<file path="src/rtl/traffic_pkg.sv">
// rtl/traffic_pkg.sv - state codes, lamp patterns and BCD helper for the crossroad phase sequencer
package traffic_pkg;

  typedef enum logic [2:0] {
    NS_G  = 3'd0,
    NS_Y  = 3'd1,
    RED_A = 3'd2,
    EW_G  = 3'd3,
    EW_Y  = 3'd4,
    RED_B = 3'd5,
    FLASH = 3'd6
  } state_t;

  // [5:3] NS {red,yellow,green}, [2:0] EW {red,yellow,green}
  localparam logic [5:0] LAMP_NS_G   = 6'b001100;
  localparam logic [5:0] LAMP_NS_Y   = 6'b010100;
  localparam logic [5:0] LAMP_ALLRED = 6'b100100;
  localparam logic [5:0] LAMP_EW_G   = 6'b100001;
  localparam logic [5:0] LAMP_EW_Y   = 6'b100010;
  localparam logic [5:0] LAMP_FLASH  = 6'b010010;
  localparam logic [5:0] LAMP_OFF    = 6'b000000;

  function automatic logic [7:0] to_bcd(input logic [6:0] v);
    return {4'(v / 7'd10), 4'(v % 7'd10)};
  endfunction

  function automatic state_t next_of(input state_t s);
    case (s)
      RED_B:   return NS_G;
      NS_G:    return NS_Y;
      NS_Y:    return RED_A;
      RED_A:   return EW_G;
      EW_G:    return EW_Y;
      EW_Y:    return RED_B;
      default: return RED_B;
    endcase
  endfunction

  function automatic logic [5:0] lamp_of(input state_t s, input logic flash_ph);
    case (s)
      NS_G:         return LAMP_NS_G;
      NS_Y:         return LAMP_NS_Y;
      RED_A, RED_B: return LAMP_ALLRED;
      EW_G:         return LAMP_EW_G;
      EW_Y:         return LAMP_EW_Y;
      default:      return flash_ph ? LAMP_FLASH : LAMP_OFF;
    endcase
  endfunction

endpackage

</file>
<file path="src/rtl/tick_gen.sv">
// rtl/tick_gen.sv - divides the system clock down to a one-cycle pulse every TICK_DIV cycles
module tick_gen
  import traffic_pkg::*;
#(
  parameter int unsigned TICK_DIV = 50000000
) (
  input  logic clk_50MHz,
  input  logic reset,
  output logic tick
);

  localparam int unsigned CW = (TICK_DIV > 1) ? $clog2(TICK_DIV) : 1;
  localparam logic [CW-1:0] LAST = CW'(TICK_DIV - 1);

  logic [CW-1:0] tick_cnt;

  always_ff @(posedge clk_50MHz) begin
    if (reset) begin
      tick_cnt <= '0;
    end else if (tick) begin
      tick_cnt <= '0;
    end else begin
      tick_cnt <= tick_cnt + CW'(1);
    end
  end

  assign tick = (tick_cnt == LAST);

endmodule

</file>
<file path="src/rtl/traffic_phase_ctrl.sv">
// rtl/traffic_phase_ctrl.sv - NS/EW phase FSM with per-phase countdown, pedestrian shortening and night flash
module traffic_phase_ctrl
  import traffic_pkg::*;
#(
  parameter int unsigned TICK_DIV  = 50000000,
  parameter int unsigned T_GREEN   = 30,
  parameter int unsigned T_YELLOW  = 3,
  parameter int unsigned T_ALLRED  = 2,
  parameter int unsigned T_PED_REM = 5
) (
  input  logic       clk_50MHz,
  input  logic       reset,
  input  logic       ped_req_ns,
  input  logic       ped_req_ew,
  input  logic       night,
  output logic [5:0] light,
  output logic [2:0] phase,
  output logic [6:0] remain,
  output logic [7:0] remain_bcd,
  output logic       tick_1hz
);

  localparam logic [6:0] D_GREEN   = 7'(T_GREEN);
  localparam logic [6:0] D_YELLOW  = 7'(T_YELLOW);
  localparam logic [6:0] D_ALLRED  = 7'(T_ALLRED);
  localparam logic [6:0] D_PED_REM = 7'(T_PED_REM);

  logic       tick;
  state_t     state, state_n;
  logic [6:0] remain_n;
  logic       flash_ph, flash_n;
  logic       pend_ns, pend_ns_n;
  logic       pend_ew, pend_ew_n;
  logic       enter_ns_g, enter_ew_g;

  function automatic logic [6:0] dur_of(input state_t s);
    case (s)
      NS_G, EW_G: return D_GREEN;
      NS_Y, EW_Y: return D_YELLOW;
      default:    return D_ALLRED;
    endcase
  endfunction

  tick_gen #(.TICK_DIV(TICK_DIV)) u_tick_gen (
    .clk_50MHz (clk_50MHz),
    .reset     (reset),
    .tick      (tick)
  );

  assign tick_1hz = tick;
  assign phase    = state;

  // Priority on a tick: night entry/exit, then expiry, then pedestrian shortening, then decrement.
  always_comb begin
    state_n  = state;
    remain_n = remain;
    flash_n  = flash_ph;
    if (tick) begin
      if (state == FLASH) begin
        if (night) begin
          flash_n = ~flash_ph;
        end else begin
          state_n  = RED_B;
          remain_n = D_ALLRED;
          flash_n  = 1'b0;
        end
      end else if (night) begin
        state_n  = FLASH;
        remain_n = 7'd0;
        flash_n  = 1'b1;
      end else if (remain <= 7'd1) begin
        state_n  = next_of(state);
        remain_n = dur_of(state_n);
      end else if (state == NS_G && pend_ns && remain > D_PED_REM) begin
        remain_n = D_PED_REM;
      end else if (state == EW_G && pend_ew && remain > D_PED_REM) begin
        remain_n = D_PED_REM;
      end else begin
        remain_n = remain - 7'd1;
      end
    end
  end

  // A request in the same cycle as the clearing entry must survive, so set is ORed in last.
  always_comb begin
    enter_ns_g = (state_n == NS_G) && (state != NS_G);
    enter_ew_g = (state_n == EW_G) && (state != EW_G);
    pend_ew_n  = ped_req_ew | (pend_ew & ~enter_ns_g);
    pend_ns_n  = ped_req_ns | (pend_ns & ~enter_ew_g);
  end

  always_ff @(posedge clk_50MHz) begin
    if (reset) begin
      state      <= RED_B;
      remain     <= D_ALLRED;
      flash_ph   <= 1'b0;
      pend_ns    <= 1'b0;
      pend_ew    <= 1'b0;
      light      <= LAMP_ALLRED;
      remain_bcd <= to_bcd(D_ALLRED);
    end else begin
      state      <= state_n;
      remain     <= remain_n;
      flash_ph   <= flash_n;
      pend_ns    <= pend_ns_n;
      pend_ew    <= pend_ew_n;
      light      <= lamp_of(state_n, flash_n);
      remain_bcd <= to_bcd(remain_n);
    end
  end

endmodule

</file>
<file path="config.mk">
export PLATFORM = sky130hd
export DESIGN_NAME = traffic_phase_ctrl
export DESIGN_NICKNAME = d
export VERILOG_FILES = /design/src/rtl/traffic_pkg.sv /design/src/rtl/tick_gen.sv /design/src/rtl/traffic_phase_ctrl.sv
export SDC_FILE = /design/constraint.sdc
export NUM_CORES = 1
export LEC_CHECK = 0
export CORE_ASPECT_RATIO = 0.5
export CORE_MARGIN = 2
export CORE_UTILIZATION = 25
export DETAILED_ROUTE_END_ITERATION = 8
export GPL_TIMING_DRIVEN = 0
export HOLD_SLACK_MARGIN = 0.02
export REMOVE_ABC_BUFFERS = 1
export SYNTH_ARGS = -nofsm -noshare
export SYNTH_HDL_FRONTEND = slang
export SYNTH_HIERARCHICAL = 1
export SYNTH_SLANG_ARGS = --single-unit
</file>
<file path="constraint.sdc">
create_clock -name clk_50MHz -period 5 [get_ports clk_50MHz]
set_input_delay 1 -clock clk_50MHz [delete_from_list [all_inputs] [get_ports clk_50MHz]]
set_output_delay 1 -clock clk_50MHz [all_outputs]
set_load 0.005 [all_outputs]
</file>
==> results.md <==
- Status: finished, final reports clean
- # rows: 27
- Max VDD drop: 0.106 mV
- Die Height: 80.0 um
- Hold buffers post-CTS: 0
- DR pass1 iterations: 4
- Clock-pin slew on the worst setup and hold paths: 0.07 ns
- Max-slew violations: 0
- Die X: 156 um
- Crit-path slowest cell: or4b_2
- CTS tree: built
- Clock latency on the worst-skew pair: 0.30 ns
- Pleak: 1.16 nW
- Total power: 0.000833 W
- Core Box Area: 11100 um^2
- Critical Path Max Stage Delay: 0.75 ns
- Top FF cell, synth: dfxtp_1
- Grt ovf: 0
- Syn Area/Cell: 8.22 um^2
- Critical Path Sink Type: flop
- First-pass GRT wire length: 11.4 mm
- Hold Crit Depth: 2
- Unrepaired setup endpoints after global routing: no
- Max cap viols: 0
- Port bufs: 29
- Die area: 12500 um^2
- Least-Margin Pin Slew: 1.05 ns
- DRT iter0 DRCs: 167
- CTS max path bufs: 2
- Gate Count Post-Synth: 351
- Worst Path Max Fanout: 13
- Final instance area: 3470 um^2
- Seq cells post-synth: 52
- Largest net degree at the start of global routing: 26
- CTS Buf Count: 5
- Yosys top cell area share: 36.1%
- Setup TNS: 0 ns
- Initial antenna violation count: 0
- Pre-CTS WS: -0.257 ns
- Final HPWL from detailed placement: 4.62 mm
- Placed inst area: 3270 um^2
- HP Class: flop to flop
- Vias per cell: 5.03
- Worst r2r path cells: 17
- Post-layout min period: 4.63 ns
- Post-synth EDFFs: 0
- GRT Util Overall: 11.3%
- Skew final: 0.0105 ns
- WS Path Type: flop to flop
- FMAX: 216 MHz
- Ys async rst share: 0%
- Fin nets: 380
- Power density over the cells: 240 nW/um^2
- Period utilization: 92.6%
- Vias: 2603
- # IOs: 30
- Sequential share of the synthesized area: 36.1%
- Synth area leader: dfxtp_1
- Crit path cell chain: ha_1 -> nand4_1 -> or4b_2 -> nor3_4 -> buf_4 -> buf_4 -> nor2b_1 -> a31o_1 -> a22oi_2 -> nor2_1 -> a22oi_1 -> o22ai_1 -> nor2_1 -> ha_1 -> a211oi_1 -> nor4_1 -> a211oi_1
- Final setup fails: 0
- H-Tree Depth: 2
- Crit start category: flop
- Final worst slack: 0.372 ns
- Worst EP arrival: 4.83 ns
- Worst Path Required: 5.20 ns
- Synthesized area: 2890 um^2
- Clk sink count: 52
- Yosys warns: 6
- Slew Limit Headroom: 29.7%
- Initial core utilization: 26.0%
- Drt total wl: 6.68 mm
- N_diodes: 0
- Final hold vios: 0
- Vias in the first global route: 2399
- Antenna-violating nets left: 0
- Top post-synthesis cells by area: dfxtp_1 36%, a21oi_1 5.0%, nor2_1 4.9%
- GP Congestion: 0.838
- Synth unique cells: 68
- Area Growth Syn to Fin: 20.2%
- Drt wl/cell: 12.9 um
- Residual DRC count: 0
- Root buf cell: clkbuf_16
- Layout cells sized above 1: 8.87%
[layout make-up]
cell class                      count  area [um^2]
Timing Repair Buffer               32          313
Tap cell                          145          181
Clock inverter                      2         35.0
Fill cell                        1147         7640
Inverter                           10         37.5
Multi-Input combinational cell    270         1730
Clock buffer                        6          129
Sequential cell                    52         1040
[cell usage in the layout, fill, tap and decap left out, drive strengths merged, types with 3 or more instances in the layout]
master	synthesis	final
a31oi	3	3
ha	4	4
and4	3	3
or3	9	9
nand4	10	10
clkbuf	12	6
nand2b	6	6
o21ai	15	15
xnor2	7	7
nor2b	4	4
nand2	24	24
a211oi	5	5
xor2	9	9
inv	10	10
nor2	38	38
clkdlybuf4s50	0	29
o211ai	3	3
nor3	13	13
dfxtp	52	52
nand3	11	11
nand4b	3	3
o22ai	4	4
a21oi	30	30
or4	12	12
buf	7	3
o31ai	7	7
and2	4	4
o21a	3	3
a31o	3	3
or2	6	6
nor4	3	3
[cell usage after synthesis, types with 2 or more instances]
cell type / number
dfxtp_1: 52
nor2_1: 38
a21oi_1: 29
nand2_1: 24
nor3_1: 13
o21ai_0: 13
nand3_1: 11
clkbuf_1: 10
inv_1: 10
or4_1: 10
nand4_1: 9
or3_1: 9
xor2_1: 9
xnor2_1: 7
nand2b_1: 6
o31ai_1: 6
a211oi_1: 5
buf_2: 5
ha_1: 4
nor2b_1: 4
o22ai_1: 4
or2_2: 4
and4_1: 3
nand4b_1: 3
nor4_1: 3
o211ai_1: 3
o21a_1: 3
a22o_1: 2
a31o_2: 2
a31oi_1: 2
and2_1: 2
clkbuf_2: 2
mux2i_1: 2
nor3b_1: 2
nor4b_1: 2
o21ai_1: 2
o221ai_1: 2
or3b_2: 2
or4_4: 2
or4b_2: 2
[metrics by stage]
stage | cells | util, % | hold WS (ns)
after floorplan | 332 | - | 0.441
after global placement | 506 | 29.4 | 0.461
after detailed placement | 506 | 29.4 | 0.480
after CTS | 517 | 31.2 | 0.494
after global routing | 517 | 31.2 | 0.507
final | 517 | 31.2 | 0.491
[final timing paths]
| kind | startpoint | to | slack [ns] |
|---|---|---|---|
| hold / removal | pend_ns$_SDFF_PP0_ | pend_ns$_SDFF_PP0_ | 0.49 |
| hold reg to reg | pend_ns$_SDFF_PP0_ | pend_ns$_SDFF_PP0_ | 0.49 |
| setup reg to reg | u_tick_gen/tick_cnt[0]$_SDFF_PP0_ | remain_bcd[2]$_SDFF_PP0_ | 0.37 |
| setup / recovery | u_tick_gen/tick_cnt[0]$_SDFF_PP0_ | remain_bcd[2]$_SDFF_PP0_ | 0.37 |
[critical path, delay by kind of cell, from the launching register on]
| kind | cells | cell delay [ns] |
|---|---|---|
| and+or+nand+nor | 7 | 1.90 |
| AOI/OAI and AO/OA | 6 | 1.41 |
| adders and majority gates | 2 | 0.51 |
| DFF | 1 | 0.39 |
| buffers and inverters | 2 | 0.31 |
[flip-flops by register name (all words and copies together), names as in the netlist]
signal	flops
light	6
u_tick_gen/tick_cnt	26
remain_bcd	7
flash_ph	1
phase	3
pend_ew	1
remain	7
pend_ns	1
[where the power goes]
part	leakage, nW	internal (W)	switching, W
sequential	0.420	0.000417	0.00000308
combinational	0.660	0.00000704	0.0000111
clock	0.0808	0.000236	0.000159
total	1.16	0.000660	0.000173
[kinds of logic (layout without fill, tap and decap cells)]
group / Yosys count / in the layout / share of synthesized area (%)
and+or+nand+nor: 158 / 158 / 30.8
AOI/OAI and AO/OA: 88 / 88 / 20.7
DFF: 52 / 52 / 36.1
buffers and inverters: 29 / 50 / 4.46
xor gates and xnor gates: 16 / 16 / 4.85
adders and majority gates: 5 / 5 / 2.08
muxes: 3 / 3 / 1.08
[repair_timing]
action	CTS	global route
resized for setup	1	1
gates cloned	0	0
endpoints found under the setup margin	3	3
setup buffers	3	0
pin swaps	1	0
[layer usage]
metal	GRT usage [%]	vias up	routed length (um)
met2	18.3	26	2960
met5	0	-	0
met4	4.40	0	85
met3	2.28	6	164
met1	14.9	1230	3470
li1	-	1341	-
Note: power is estimated with default switching activity, not from simulation.
